<file path="config.mk">
export PLATFORM = sky130hd
export DESIGN_NAME = fp_ln_arbiter_flat
export DESIGN_NICKNAME = d
export VERILOG_FILES = /design/src/rtl/fp_ln_arbiter_if.sv /design/src/rtl/fp_ln_arbiter.sv /design/src/flat_wrapper.sv
export SDC_FILE = /design/constraint.sdc
export NUM_CORES = 1
export LEC_CHECK = 0
export CAP_MARGIN = 10
export CORE_AREA = 3 3 180 182
export CTS_CLUSTER_DIAMETER = 30
export DETAILED_ROUTE_END_ITERATION = 16
export DIE_AREA = 0 0 183 185
export HOLD_SLACK_MARGIN = 0.06
export REMOVE_ABC_BUFFERS = 1
export SYNTH_ARGS = -nofsm -noshare
export SYNTH_HDL_FRONTEND = slang
export SYNTH_SLANG_ARGS = --single-unit
</file>
<file path="constraint.sdc">
create_clock -name clk -period 5.4 [get_ports clk]
set_input_delay 1.08 -clock clk [delete_from_list [all_inputs] [get_ports clk]]
set_output_delay 1.08 -clock clk [all_outputs]
set_load 0.05 [all_outputs]
</file>
<file path="src/rtl/fp_ln_arbiter_if.sv">
// Bundle of requester, response and shared-unit signals around fp_ln_arbiter.
// FP_LN_ARB_STATUS_EN adds the ln_status / rsp_status pair.
interface fp_ln_arbiter_if #(
    parameter int N_REQ     = 4,
    parameter int SIG_WIDTH = 23,
    parameter int EXP_WIDTH = 8
);
    localparam int W = SIG_WIDTH + EXP_WIDTH + 1;

    logic [N_REQ-1:0]   req_valid;
    logic [N_REQ-1:0]   req_ready;
    logic [N_REQ*W-1:0] req_g;
    logic [N_REQ*W-1:0] req_e;
    logic [N_REQ-1:0]   rsp_valid;
    logic [N_REQ-1:0]   rsp_ready;
    logic [N_REQ*W-1:0] rsp_data;
    logic [W-1:0]       ln_a;
    logic               ln_issue;
    logic [W-1:0]       ln_z;
`ifdef FP_LN_ARB_STATUS_EN
    logic [7:0]         ln_status;
    logic [N_REQ*8-1:0] rsp_status;

    modport slave (
        input  req_valid, req_g, req_e, rsp_ready, ln_z, ln_status,
        output req_ready, rsp_valid, rsp_data, ln_a, ln_issue, rsp_status
    );
    modport master (
        output req_valid, req_g, req_e, rsp_ready, ln_z, ln_status,
        input  req_ready, rsp_valid, rsp_data, ln_a, ln_issue, rsp_status
    );
`else
    modport slave (
        input  req_valid, req_g, req_e, rsp_ready, ln_z,
        output req_ready, rsp_valid, rsp_data, ln_a, ln_issue
    );
    modport master (
        output req_valid, req_g, req_e, rsp_ready, ln_z,
        input  req_ready, rsp_valid, rsp_data, ln_a, ln_issue
    );
`endif
endinterface

</file>
<file path="src/rtl/fp_ln_arbiter.sv">
// Round-robin sharing of one pipelined fp ln unit among N_REQ XOR-masked requesters.
// Optional macro FP_LN_ARB_STATUS_EN: carries an 8-bit status alongside each result.
module fp_ln_arbiter #(
    parameter int N_REQ      = 4,
    parameter int SIG_WIDTH  = 23,
    parameter int EXP_WIDTH  = 8,
    parameter int LN_LATENCY = 3
) (
    input  logic            clk,
    input  logic            rst,
    fp_ln_arbiter_if.slave  bus_if
);
    localparam int W     = SIG_WIDTH + EXP_WIDTH + 1;
    localparam int PTR_W = (N_REQ > 1) ? $clog2(N_REQ) : 1;

    function automatic int wrap_add(input int base, input int ofs);
        int s;
        s = base + ofs;
        if (s >= N_REQ) s = s - N_REQ;
        return s;
    endfunction

    logic [PTR_W-1:0]   ptr_q, ptr_d;
    logic [N_REQ-1:0]   busy_q, busy_d;
    logic [N_REQ-1:0]   eligible;
    logic [N_REQ-1:0]   grant;
    logic               grant_vld;
    logic [PTR_W-1:0]   grant_idx;
    logic [W-1:0]       op_d;
    logic [W-1:0]       ln_a_q;
    logic               ln_issue_q;
    logic [LN_LATENCY:0] tag_vld_q, tag_vld_d;
    logic [PTR_W-1:0]   tag_own_q [0:LN_LATENCY];
    logic               cap_vld;
    logic [PTR_W-1:0]   cap_own;
    logic [N_REQ-1:0]   rsp_fire;
    logic [N_REQ-1:0]   rsp_valid_q, rsp_valid_d;
    logic [N_REQ*W-1:0] rsp_data_q, rsp_data_d;

    // A requester with a result in flight or buffered is not eligible again.
    always_comb begin
        eligible  = bus_if.req_valid & ~busy_q;
        grant     = '0;
        grant_vld = 1'b0;
        grant_idx = '0;
        if (!rst) begin
            for (int k = 0; k < N_REQ; k++) begin
                if (!grant_vld && eligible[wrap_add(int'(ptr_q), k)]) begin
                    grant_vld = 1'b1;
                    grant_idx = PTR_W'(wrap_add(int'(ptr_q), k));
                    grant[wrap_add(int'(ptr_q), k)] = 1'b1;
                end
            end
        end
    end

    always_comb begin
        op_d = '0;
        for (int i = 0; i < N_REQ; i++) begin
            if (grant[i]) op_d = bus_if.req_g[i*W +: W] ^ bus_if.req_e[i*W +: W];
        end
    end

    always_comb begin
        ptr_d = ptr_q;
        if (grant_vld) begin
            if (int'(grant_idx) == N_REQ - 1) ptr_d = '0;
            else                              ptr_d = grant_idx + PTR_W'(1);
        end
    end

    // Owner tags travel with the shared unit so the final stage lines up with ln_z.
    always_comb begin
        tag_vld_d    = '0;
        tag_vld_d[0] = grant_vld;
        for (int k = 1; k <= LN_LATENCY; k++) tag_vld_d[k] = tag_vld_q[k-1];
    end

    assign cap_vld  = tag_vld_q[LN_LATENCY];
    assign cap_own  = tag_own_q[LN_LATENCY];
    assign rsp_fire = rsp_valid_q & bus_if.rsp_ready;
    assign busy_d   = (busy_q & ~rsp_fire) | grant;

    always_comb begin
        rsp_valid_d = rsp_valid_q & ~rsp_fire;
        rsp_data_d  = rsp_data_q;
        for (int i = 0; i < N_REQ; i++) begin
            if (cap_vld && cap_own == PTR_W'(i)) begin
                rsp_valid_d[i]         = 1'b1;
                rsp_data_d[i*W +: W]   = bus_if.ln_z;
            end
        end
    end

    always_ff @(posedge clk) begin
        if (rst) begin
            ptr_q       <= '0;
            busy_q      <= '0;
            tag_vld_q   <= '0;
            ln_issue_q  <= 1'b0;
            ln_a_q      <= '0;
            rsp_valid_q <= '0;
            rsp_data_q  <= '0;
        end else begin
            ptr_q       <= ptr_d;
            busy_q      <= busy_d;
            tag_vld_q   <= tag_vld_d;
            ln_issue_q  <= grant_vld;
            if (grant_vld) ln_a_q <= op_d;
            rsp_valid_q <= rsp_valid_d;
            rsp_data_q  <= rsp_data_d;
        end
    end

    always_ff @(posedge clk) begin
        tag_own_q[0] <= grant_idx;
        for (int k = 1; k <= LN_LATENCY; k++) tag_own_q[k] <= tag_own_q[k-1];
    end

`ifdef FP_LN_ARB_STATUS_EN
    logic [N_REQ*8-1:0] rsp_status_q, rsp_status_d;

    always_comb begin
        rsp_status_d = rsp_status_q;
        for (int i = 0; i < N_REQ; i++) begin
            if (cap_vld && cap_own == PTR_W'(i)) rsp_status_d[i*8 +: 8] = bus_if.ln_status;
        end
    end

    always_ff @(posedge clk) begin
        if (rst) rsp_status_q <= '0;
        else     rsp_status_q <= rsp_status_d;
    end

    assign bus_if.rsp_status = rsp_status_q;
`endif

    assign bus_if.req_ready = grant;
    assign bus_if.ln_a      = ln_a_q;
    assign bus_if.ln_issue  = ln_issue_q;
    assign bus_if.rsp_valid = rsp_valid_q;
    assign bus_if.rsp_data  = rsp_data_q;
endmodule

</file>
<file path="src/flat_wrapper.sv">
// flat-port wrapper written by rule: the top's interface ports become plain ports
module fp_ln_arbiter_flat 
#(
    parameter int N_REQ      = 4,
    parameter int SIG_WIDTH  = 23,
    parameter int EXP_WIDTH  = 8,
    parameter int LN_LATENCY = 3
)
  (clk, rst, bus_if_req_valid, bus_if_req_g, bus_if_req_e, bus_if_rsp_ready, bus_if_ln_z, bus_if_req_ready, bus_if_rsp_valid, bus_if_rsp_data, bus_if_ln_a, bus_if_ln_issue);
  fp_ln_arbiter_if #(.N_REQ(N_REQ), .SIG_WIDTH(SIG_WIDTH), .EXP_WIDTH(EXP_WIDTH)) bus_if_i ();
  input  logic clk;
  input  logic rst;
  input wire logic [$bits(bus_if_i.req_valid)-1:0] bus_if_req_valid;
  input wire logic [$bits(bus_if_i.req_g)-1:0] bus_if_req_g;
  input wire logic [$bits(bus_if_i.req_e)-1:0] bus_if_req_e;
  input wire logic [$bits(bus_if_i.rsp_ready)-1:0] bus_if_rsp_ready;
  input wire logic [$bits(bus_if_i.ln_z)-1:0] bus_if_ln_z;
  output wire logic [$bits(bus_if_i.req_ready)-1:0] bus_if_req_ready;
  output wire logic [$bits(bus_if_i.rsp_valid)-1:0] bus_if_rsp_valid;
  output wire logic [$bits(bus_if_i.rsp_data)-1:0] bus_if_rsp_data;
  output wire logic [$bits(bus_if_i.ln_a)-1:0] bus_if_ln_a;
  output wire logic [$bits(bus_if_i.ln_issue)-1:0] bus_if_ln_issue;
  assign bus_if_i.req_valid = bus_if_req_valid;
  assign bus_if_i.req_g = bus_if_req_g;
  assign bus_if_i.req_e = bus_if_req_e;
  assign bus_if_i.rsp_ready = bus_if_rsp_ready;
  assign bus_if_i.ln_z = bus_if_ln_z;
  assign bus_if_req_ready = bus_if_i.req_ready;
  assign bus_if_rsp_valid = bus_if_i.rsp_valid;
  assign bus_if_rsp_data = bus_if_i.rsp_data;
  assign bus_if_ln_a = bus_if_i.ln_a;
  assign bus_if_ln_issue = bus_if_i.ln_issue;
  fp_ln_arbiter #(.N_REQ(N_REQ), .SIG_WIDTH(SIG_WIDTH), .EXP_WIDTH(EXP_WIDTH), .LN_LATENCY(LN_LATENCY)) u_core (.clk(clk), .rst(rst), .bus_if(bus_if_i));
endmodule
</file>
# After elaboration in Yosys (flattened, before gate mapping)
# Memory sizes are Yosys's and may differ from the RTL's.
# Index checks and enable logic that the tools add are counted.
# Widths: inputs -> output; s select.
# op_classes
muxes	66
bitwise	14
n_reduce_logical	15
n_addsub	8
order_cmp	16
n_eq_ne	4
# op_table
op	n
$mux 32	20
$lt 32x4->1 const B	8
$ge 32x1->1 const B	4
$xor 32x32->32	4
$ge 32x4->1 const B	3
$sub 32x4->32 const B	3
$mux 4	8
$mux 1	24
$and 4x4->4	4
$or 4x4->4	4
$mux 2	6
$logic_and 1x1->1	11
$bmux 1 s2	4
$demux 1 s2	4
$not 4->4	2
$add 2x2->3 const B	2
$eq 2x1->1 const B	2
$eq 2x2->1 const B	2
$sub 2x3->4 const B	1
$add 2x1->3 const B	1
$ge 2x3->1 const B	1
$logic_not 1->1	3
$add 2x1->2 const B	1
$logic_not 2->1	1
# word_totals
memories	1
elab_cells	134
mem_bits_rw	8
ff_bits	175
inputBits	298
# mem_list
name	depth	width	read_ports	rd_clocked_by_memory_dff	wr	line_no	source
u_core.tag_own_q	4	2	4	0	4	fp_ln_arbiter.sv:33	logic [PTR_W-1:0] tag_own_q [0:LN_LATENCY];

# Depth between registers and ports, before layout
# Gate-level depths: netlist of run 1.
# logic_depth
depth_word	31
mapped_depth	13
ltp_nobuf	10

# Least setup slack after synthesis of run 1
# Ideal clock, no wire load.
# synth_path
path_type	input-to-output
startpoint	input port bus_if_req_valid[0]
endpoint	output port bus_if_req_ready[3]
path_stages	7
t_required_ns	4.320
arrival_time_ns	2.908
path_buffers	1
setup_slack_ns	1.412
path_cell_list	nor2b_1 mux4_2 nor2_2 a221o_1 a21o_1 clkbuf_1 and2_1
# synth_via
elab_chain_cells	18
# synth_lines
element	line_no	source
start: declaration	flat_wrapper.sv:13	input wire logic [$bits(bus_if_i.req_valid)-1:0] bus_if_req_valid;
$and 4x4->4 *	fp_ln_arbiter.sv:42	eligible = bus_if.req_valid & ~busy_q;
$bmux 1 s2	fp_ln_arbiter.sv:48	if (!grant_vld && eligible[wrap_add(int'(ptr_q), k)]) begin
$mux 1 (implied by the code) (2 in a row)	fp_ln_arbiter.sv:48	
$mux 1	fp_ln_arbiter.sv:48	
$mux 1	fp_ln_arbiter.sv:46	if (!rst) begin
$logic_not 1->1	fp_ln_arbiter.sv:48	
$logic_and 1x1->1	fp_ln_arbiter.sv:48	
$mux 1	fp_ln_arbiter.sv:48	
$mux 1	fp_ln_arbiter.sv:46	
$logic_not 1->1	fp_ln_arbiter.sv:48	
$logic_and 1x1->1	fp_ln_arbiter.sv:48	
$mux 1	fp_ln_arbiter.sv:48	
$mux 1	fp_ln_arbiter.sv:46	
$logic_not 1->1	fp_ln_arbiter.sv:48	
$logic_and 1x1->1	fp_ln_arbiter.sv:48	
$mux 4 *	fp_ln_arbiter.sv:48	
$mux 4 *	fp_ln_arbiter.sv:46	
end: declaration	flat_wrapper.sv:18	output wire logic [$bits(bus_if_i.req_ready)-1:0] bus_if_req_ready;
# Mark *: on every way between the ends. The rest lies on a longest branch, timed or not. The select of a mux whose other input is x is not followed.

# Worst setup path in the final report of run 1
# layout_path
startpoint	input port bus_if_req_valid[2]
endpoint	output port bus_if_req_ready[3]
# The elaborated chain is that of the path after synthesis.

==> impl_metrics.py, run 1 <==
metrics = {
    "status": {
        "outcome": "completed",
    },
    "timing": {
        "finalClockSkew_ns": 0.01449,
        "hold_viol_final": 0,
        "setup_viol": 0,
        "max_slew_margin_pct": 31.28,
        "max_freq_ghz": 0.2226,
        "maxSlewViolCount": 0,
        "rsz0062_at_grt": "no",
        "period_minus_slack_ns": 4.493,
        "worst_pin_slew_ns": 1.028,
        "fin_crit_sh_pct": 83.21,
        "timing.setup.tns_ns": 0,
    },
    "cts": {
        "cts_resized": 0,
        "clk_latency_ns": 0.44,
        "cts_tree": "yes",
        "clk_pin_slew_worst_paths_ns": 0.07,
        "cts_buffer_depth": 2,
        "cts_buffers": 17,
        "cts.sink_count": 182,
        "ctsHoldBuffers": 0,
        "root_buffer": "clkbuf_16",
        "htreeDepth": 4,
        "postCtsSetupBuffers": 0,
    },
    "global_route": {
        "grt_pass1_wl_um": 57630,
        "antenna_found_initial": 20,
        "grt_util_all_layers_pct": 22.39,
        "grt_max_degree": 85,
        "grt-ovfl-total": 0,
        "grt_pass1_vias": 9342,
    },
    "worst_setup_path": {
        "path_class": "in -> out",
        "required_ns": 4.32,
        "r2r_slack_ns": 1.56,
        "critPathCaptureType": "output pin",
        "startpoint_type": "primary input",
        "crit_arrival_ns": 3.41,
        "crit_fanout": 5,
    },
    "logic_synthesis": {
        "synth.cell_area_um2": 8725,
        "ys_seq_area_share_pct": 41.76,
        "synth_ff_type": "dfxtp_1",
        "synth_edf_count": 0,
        "synthCells": 1043,
        "ys_types": 45,
        "synth_seq_cells": 182,
        "ys_warn_count": 0,
        "synthArstFlopShare_pct": 0,
        "avgSynthCellArea_um2": 8.365,
    },
    "floorplanning": {
        "dieArea_um2": 33860,
        "num_rows": 64,
        "io_pins": 467,
        "initial_utilization_pct": 28.37,
        "chipWidth_um": 183,
        "fp.dieH_um": 185,
        "core_um2": 30750,
    },
    "detailed_routing": {
        "dr.pass1.iters": 4,
        "vias_per_cell": 4.922,
        "vias": 9282,
        "ant_nets": 0,
        "wl_per_cell_um": 20.93,
        "first_iter_violations": 489,
        "drc": 0,
        "wl_um": 39470,
    },
    "layout": {
        "drive_gt1_share_pct": 6.572,
        "syn2layout_area_growth_pct": 64.15,
        "register_area_um2": 3643,
        "multiInputGateArea_um2": 4775,
        "fill_cells": 3063,
        "final_cell_area_um2": 14320,
        "nNetsFinal": 1769,
    },
    "power": {
        "power_density_nw_per_um2": 342.9,
        "irDropWorstVdd_uv": 255.4,
        "finalPower_uw": 4911,
        "power.leakage_uw": 0.004870,
    },
    "placement": {
        "io_buffers": 466,
        "routabilityCongestion": 0.8739,
        "place_area_um2": 13720,
        "dp_hpwl_um": 29080,
    },
    "job": {
        "cap_violations": 0,
    },
    "min_path": {
        "hp-class": "reg -> reg",
    },
}
-- synth_stat cells, types with 4 or more instances --
cell type / count / area share, %
buf_6: 4 / 0.52
a21oi_1: 139 / 8.0
and2_1: 4 / 0.29
and3_1: 4 / 0.29
xnor2_1: 36 / 3.6
o221ai_1: 30 / 3.0
o22ai_1: 30 / 2.2
xor2_1: 92 / 9.2
clkbuf_1: 65 / 2.8
a221oi_2: 27 / 4.6
dfxtp_1: 182 / 42
nor2_1: 43 / 1.8
nor4_1: 4 / 0.29
a22oi_1: 31 / 2.7
nand3_1: 4 / 0.23
buf_2: 8 / 0.46
nand2b_1: 9 / 0.65
nor2b_1: 7 / 0.50
nand2_1: 269 / 12
ha_1: 8 / 1.1
-- report_power, final --
part	internal (uW)	switching, uW
Sequential	1460	96.9
Combinational	865	1270
Clock	612	609
Total	2940	1970
-- state kept, by name, indices dropped and copies added, names as in the netlist --
register,count
u_core.tag_vld_q,4
u_core.ptr_q,2
u_core.bus_if.rsp_data,128
u_core.busy_q,4
u_core.tag_own_q,8
u_core.bus_if.ln_a,32
u_core.bus_if.rsp_valid,4
-- final cells by class --
| type | count | area share, % |
|---|---|---|
| multi-input cells | 779 | 33.34 |
| clock buffers | 18 | 2.997 |
| inverters | 4 | 0.1048 |
| clock inverters | 14 | 0.9610 |
| well taps | 396 | 3.460 |
| repair buffers | 479 | 33.45 |
| diodes | 14 | 0.2446 |
| flip-flops and latches | 182 | 25.44 |
-- kinds of logic after synthesis --
kind of cell	after synthesis	synth area share, %
fa+ha+maj	8	1.147
flops	182	41.76
mux	2	0.5162
simple gates	355	16.54
xor+xnor	128	12.85
buf+inv	82	4.030
compound gates	286	23.16
-- layout by cell type, fill, tap and decap left out, types with 4 or more instances in the layout --
master           count
and3_1               4
o221ai_1            30
nor4_1               4
nand2b_1             9
xor2_1              92
clkbuf_16           17
clkdlybuf4s50_1    461
a22oi_1             31
nand2_1            269
nor2b_1              7
a21oi_1            138
o22ai_1             30
dfxtp_1            182
nor2_1              40
xnor2_1             36
buf_4               14
a221oi_2            27
ha_1                 8
diode_2             14
-- routing by layer --
| metal | track usage, % | share of wire [%] | vias to the layer above |
|---|---|---|---|
| met4 | 9.202 | 2.5 | 12 |
| met5 | 0 | 0.19 | - |
| met2 | 37.77 | 48 | 413 |
| met3 | 8.484 | 9.9 | 58 |
| li1 | - | - | 4471 |
| met1 | 25.63 | 39 | 4328 |
-- stage by stage --
stage          std cells  hold WS, ns  worst slack [ns]  utilization, %
2_1_floorplan        965       0.3096           -0.6147               -
3_3_place_gp        1840       0.3096            0.9917           44.62
3_5_place_dp        1840       0.3128            0.9286           44.62
4_1_cts             1872       0.3242            0.9163           46.46
5_1_grt             1886       0.3427            0.7948           46.57
6_report            1886       0.3209            0.9067           46.57
-- worst paths after layout --
check	start	cells after the start	endpoint
max	bus_if_req_valid[2]	8	bus_if_req_ready[3]
min	u_core.tag_own_q[2][1]	0	u_core.tag_own_q[3][1]
max reg2reg	u_core.ptr_q[0]	11	u_core.bus_if.ln_a[0]
min reg2reg	u_core.tag_own_q[2][1]	0	u_core.tag_own_q[3][1]
-- worst max-delay path: stages --
cell,delay [ns]
clkdlybuf4s50_1,0.48
nor2b_1,0.40
nor4_1,0.10
o41a_1,0.48
a221o_1,0.31
a21o_1,0.18
and2_1,0.21
buf_12,0.16
Power figures use the tool's default switching activity.
==> run 2: changes to the inputs <==
==> constraint.sdc (replaced) <==
create_clock -name clk -period 3.6 [get_ports clk]
set_input_delay 0.72 -clock clk [delete_from_list [all_inputs] [get_ports clk]]
set_output_delay 0.72 -clock clk [all_outputs]
set_load 0.05 [all_outputs]
==> impl_metrics.py, run 2 (same netlist as run 1, synthesis figures left out) <==
metrics = {
    "status": {
        "outcome": "completed",
    },
    "cts": {
        "root_buffer": "clkbuf_16",
        "cts.sink_count": 182,
        "htreeDepth": 4,
        "clk_pin_slew_worst_paths_ns": 0.07,
        "cts_buffers": 17,
        "cts_buffer_depth": 2,
        "clk_latency_ns": 0.45,
        "cts_tree": "yes",
    },
    "job": {
        "cap_violations": 0,
    },
    "worst_setup_path": {
        "required_ns": 2.88,
        "critPathCaptureType": "output pin",
        "reg2reg_from": "u_core.ptr_q[1]",
        "r2r_slack_ns": 0.51,
        "crit_start": "u_core.ptr_q[1]",
        "crit_arrival_ns": 2.73,
        "r2r-end": "u_core.bus_if.ln_a[10]",
        "crit_fanout": 7,
        "path_class": "reg -> out",
        "startpoint_type": "flop",
        "reg2regPathDepth": 11,
    },
    "detailed_routing": {
        "first_iter_violations": 732,
        "drc": 0,
        "dr.pass1.iters": 5,
        "vias": 9544,
        "ant_nets": 0,
        "vias_per_cell": 5.010,
        "wl_um": 40100,
        "wl_per_cell_um": 21.05,
    },
    "timing": {
        "worst_pin_slew_ns": 1.067,
        "finalClockSkew_ns": 0.01887,
        "finalWorstSetupSlack_ns": 0.1501,
        "fin_crit_sh_pct": 95.83,
        "rsz0062_at_grt": "no",
        "maxSlewViolCount": 0,
        "setup_viol": 0,
        "timing.setup.tns_ns": 0,
        "max_slew_margin_pct": 28.68,
        "period_minus_slack_ns": 3.450,
        "hold_viol_final": 0,
        "max_freq_ghz": 0.2899,
    },
    "global_route": {
        "grt-ovfl-total": 0,
        "grt_max_degree": 173,
        "grt_util_all_layers_pct": 22.63,
        "grt_pass1_wl_um": 58350,
        "antenna_found_initial": 19,
        "grt_pass1_vias": 9453,
    },
    "power": {
        "p_sw_share_pct": 39.55,
        "p_int_uw": 4674,
        "power.leakage_uw": 0.005047,
        "power_density_nw_per_um2": 529.7,
        "clockPowerShare_pct": 25.6,
        "irDropWorstVdd_uv": 317.5,
        "seqPwrFrac_pct": 30.0,
        "p_switching_uw": 3057,
        "power_frac_comb_pct": 44.4,
    },
    "floorplanning": {
        "io_pins": 467,
        "core_um2": 30750,
        "dieArea_um2": 33860,
        "initial_utilization_pct": 28.37,
        "num_rows": 64,
        "fp.dieH_um": 185,
        "chipWidth_um": 183,
    },
    "layout": {
        "nNetsFinal": 1787,
        "fill_cells": 2967,
        "utilization_pct": 47.47,
        "layout_commonest_cell": "clkdlybuf4s50_1",
        "layout_common_cells": "clkdlybuf4s50_1, nand2_1, dfxtp_1",
        "largest_register_ffs": 128,
        "drive_gt1_share_pct": 8.032,
        "syn2layout_area_growth_pct": 67.29,
    },
    "placement": {
        "dp_hpwl_um": 29450,
        "routabilityCongestion": 0.8974,
        "dp_slack_ns": -0.03983,
        "io_buffers": 466,
    },
    "min_path": {
        "holdPathStages": 0,
        "hp-class": "reg -> reg",
        "hp-start": "u_core.tag_own_q[2][0]",
        "whs_endpoint": "u_core.tag_own_q[3][0]",
    },
}
==> run 2: layout make-up <==
cell class / count / area, um2 / share of cell area [%]
Timing Repair Buffer: 497 / 4986 / 34.16
Multi-Input combinational cell: 779 / 4806 / 32.93
Sequential cell: 182 / 3643 / 24.96
Tap cell: 396 / 495.5 / 3.395
Clock buffer: 19 / 452.9 / 3.103
Clock inverter: 13 / 158.9 / 1.089
Antenna cell: 15 / 37.54 / 0.2572
Inverter: 4 / 15.01 / 0.1029
==> run 2: critical path, stage by stage (launching register included) <==
cell and delay [ns]:
dfxtp_1 0.35, inv_1 0.16, ha_4 0.36, mux4_2 0.39, o41a_1 0.19, a221o_1 0.34, a21o_1 0.17, and2_4 0.18
buf_12 0.14
==> run 2: power groups by stage <==
stage,logic (uW),clock network [uW],registers (uW)
after floorplan,1570,0,2690
after global placement,3320,0,2350
after detailed placement,3360,0,2360
after CTS,3380,2020,2310
after global routing,3640,2110,2340
final,3430,1980,2320
==> run 2: per-layer routing <==
layer  wire length, um  part of all wire (%)  vias up  global-route usage [%]
li1                  -                     -     4519                       -
met1             16050                    40     4498                   26.96
met2             19300                    48      456                   37.30
met3              3747                   9.3       61                   7.639
met4               951                   2.4       10                   9.842
met5                57                  0.14        -                       0
==> run 2: how the worst max path moves through the flow <==
stage                        endpoint  slack, ns
5_1_grt           bus_if_req_ready[3]       0.06
2_1_floorplan   u_core.bus_if.ln_a[5]      -1.75
3_3_place_gp   u_core.bus_if.ln_a[15]      -0.02
6_report          bus_if_req_ready[3]       0.15
4_1_cts           bus_if_req_ready[3]    -0.0009
3_5_place_dp   u_core.bus_if.ln_a[15]      -0.04
==> run 2: repair_timing <==
action	4_1_cts	5_1_grt
hold buffers	0	0
resized for setup	0	12
buffers inserted	0	1
pin swaps	0	1
setup endpoints to repair	2	4
==> run 2: through the flow <==
| stage | hold slack, ns | power [uW] | cell area (um2) | std cells |
|---|---|---|---|---|
| 4_1_cts | 0.3257 | 7710 | 14510 | 1889 |
| 3_5_place_dp | 0.3121 | 5713 | 13900 | 1857 |
| 6_report | 0.3229 | 7731 | 14600 | 1905 |
| 3_3_place_gp | 0.3097 | 5677 | 13900 | 1857 |
| 2_1_floorplan | 0.3096 | 4266 | 8388 | 965 |
| 5_1_grt | 0.3262 | 8083 | 14590 | 1904 |
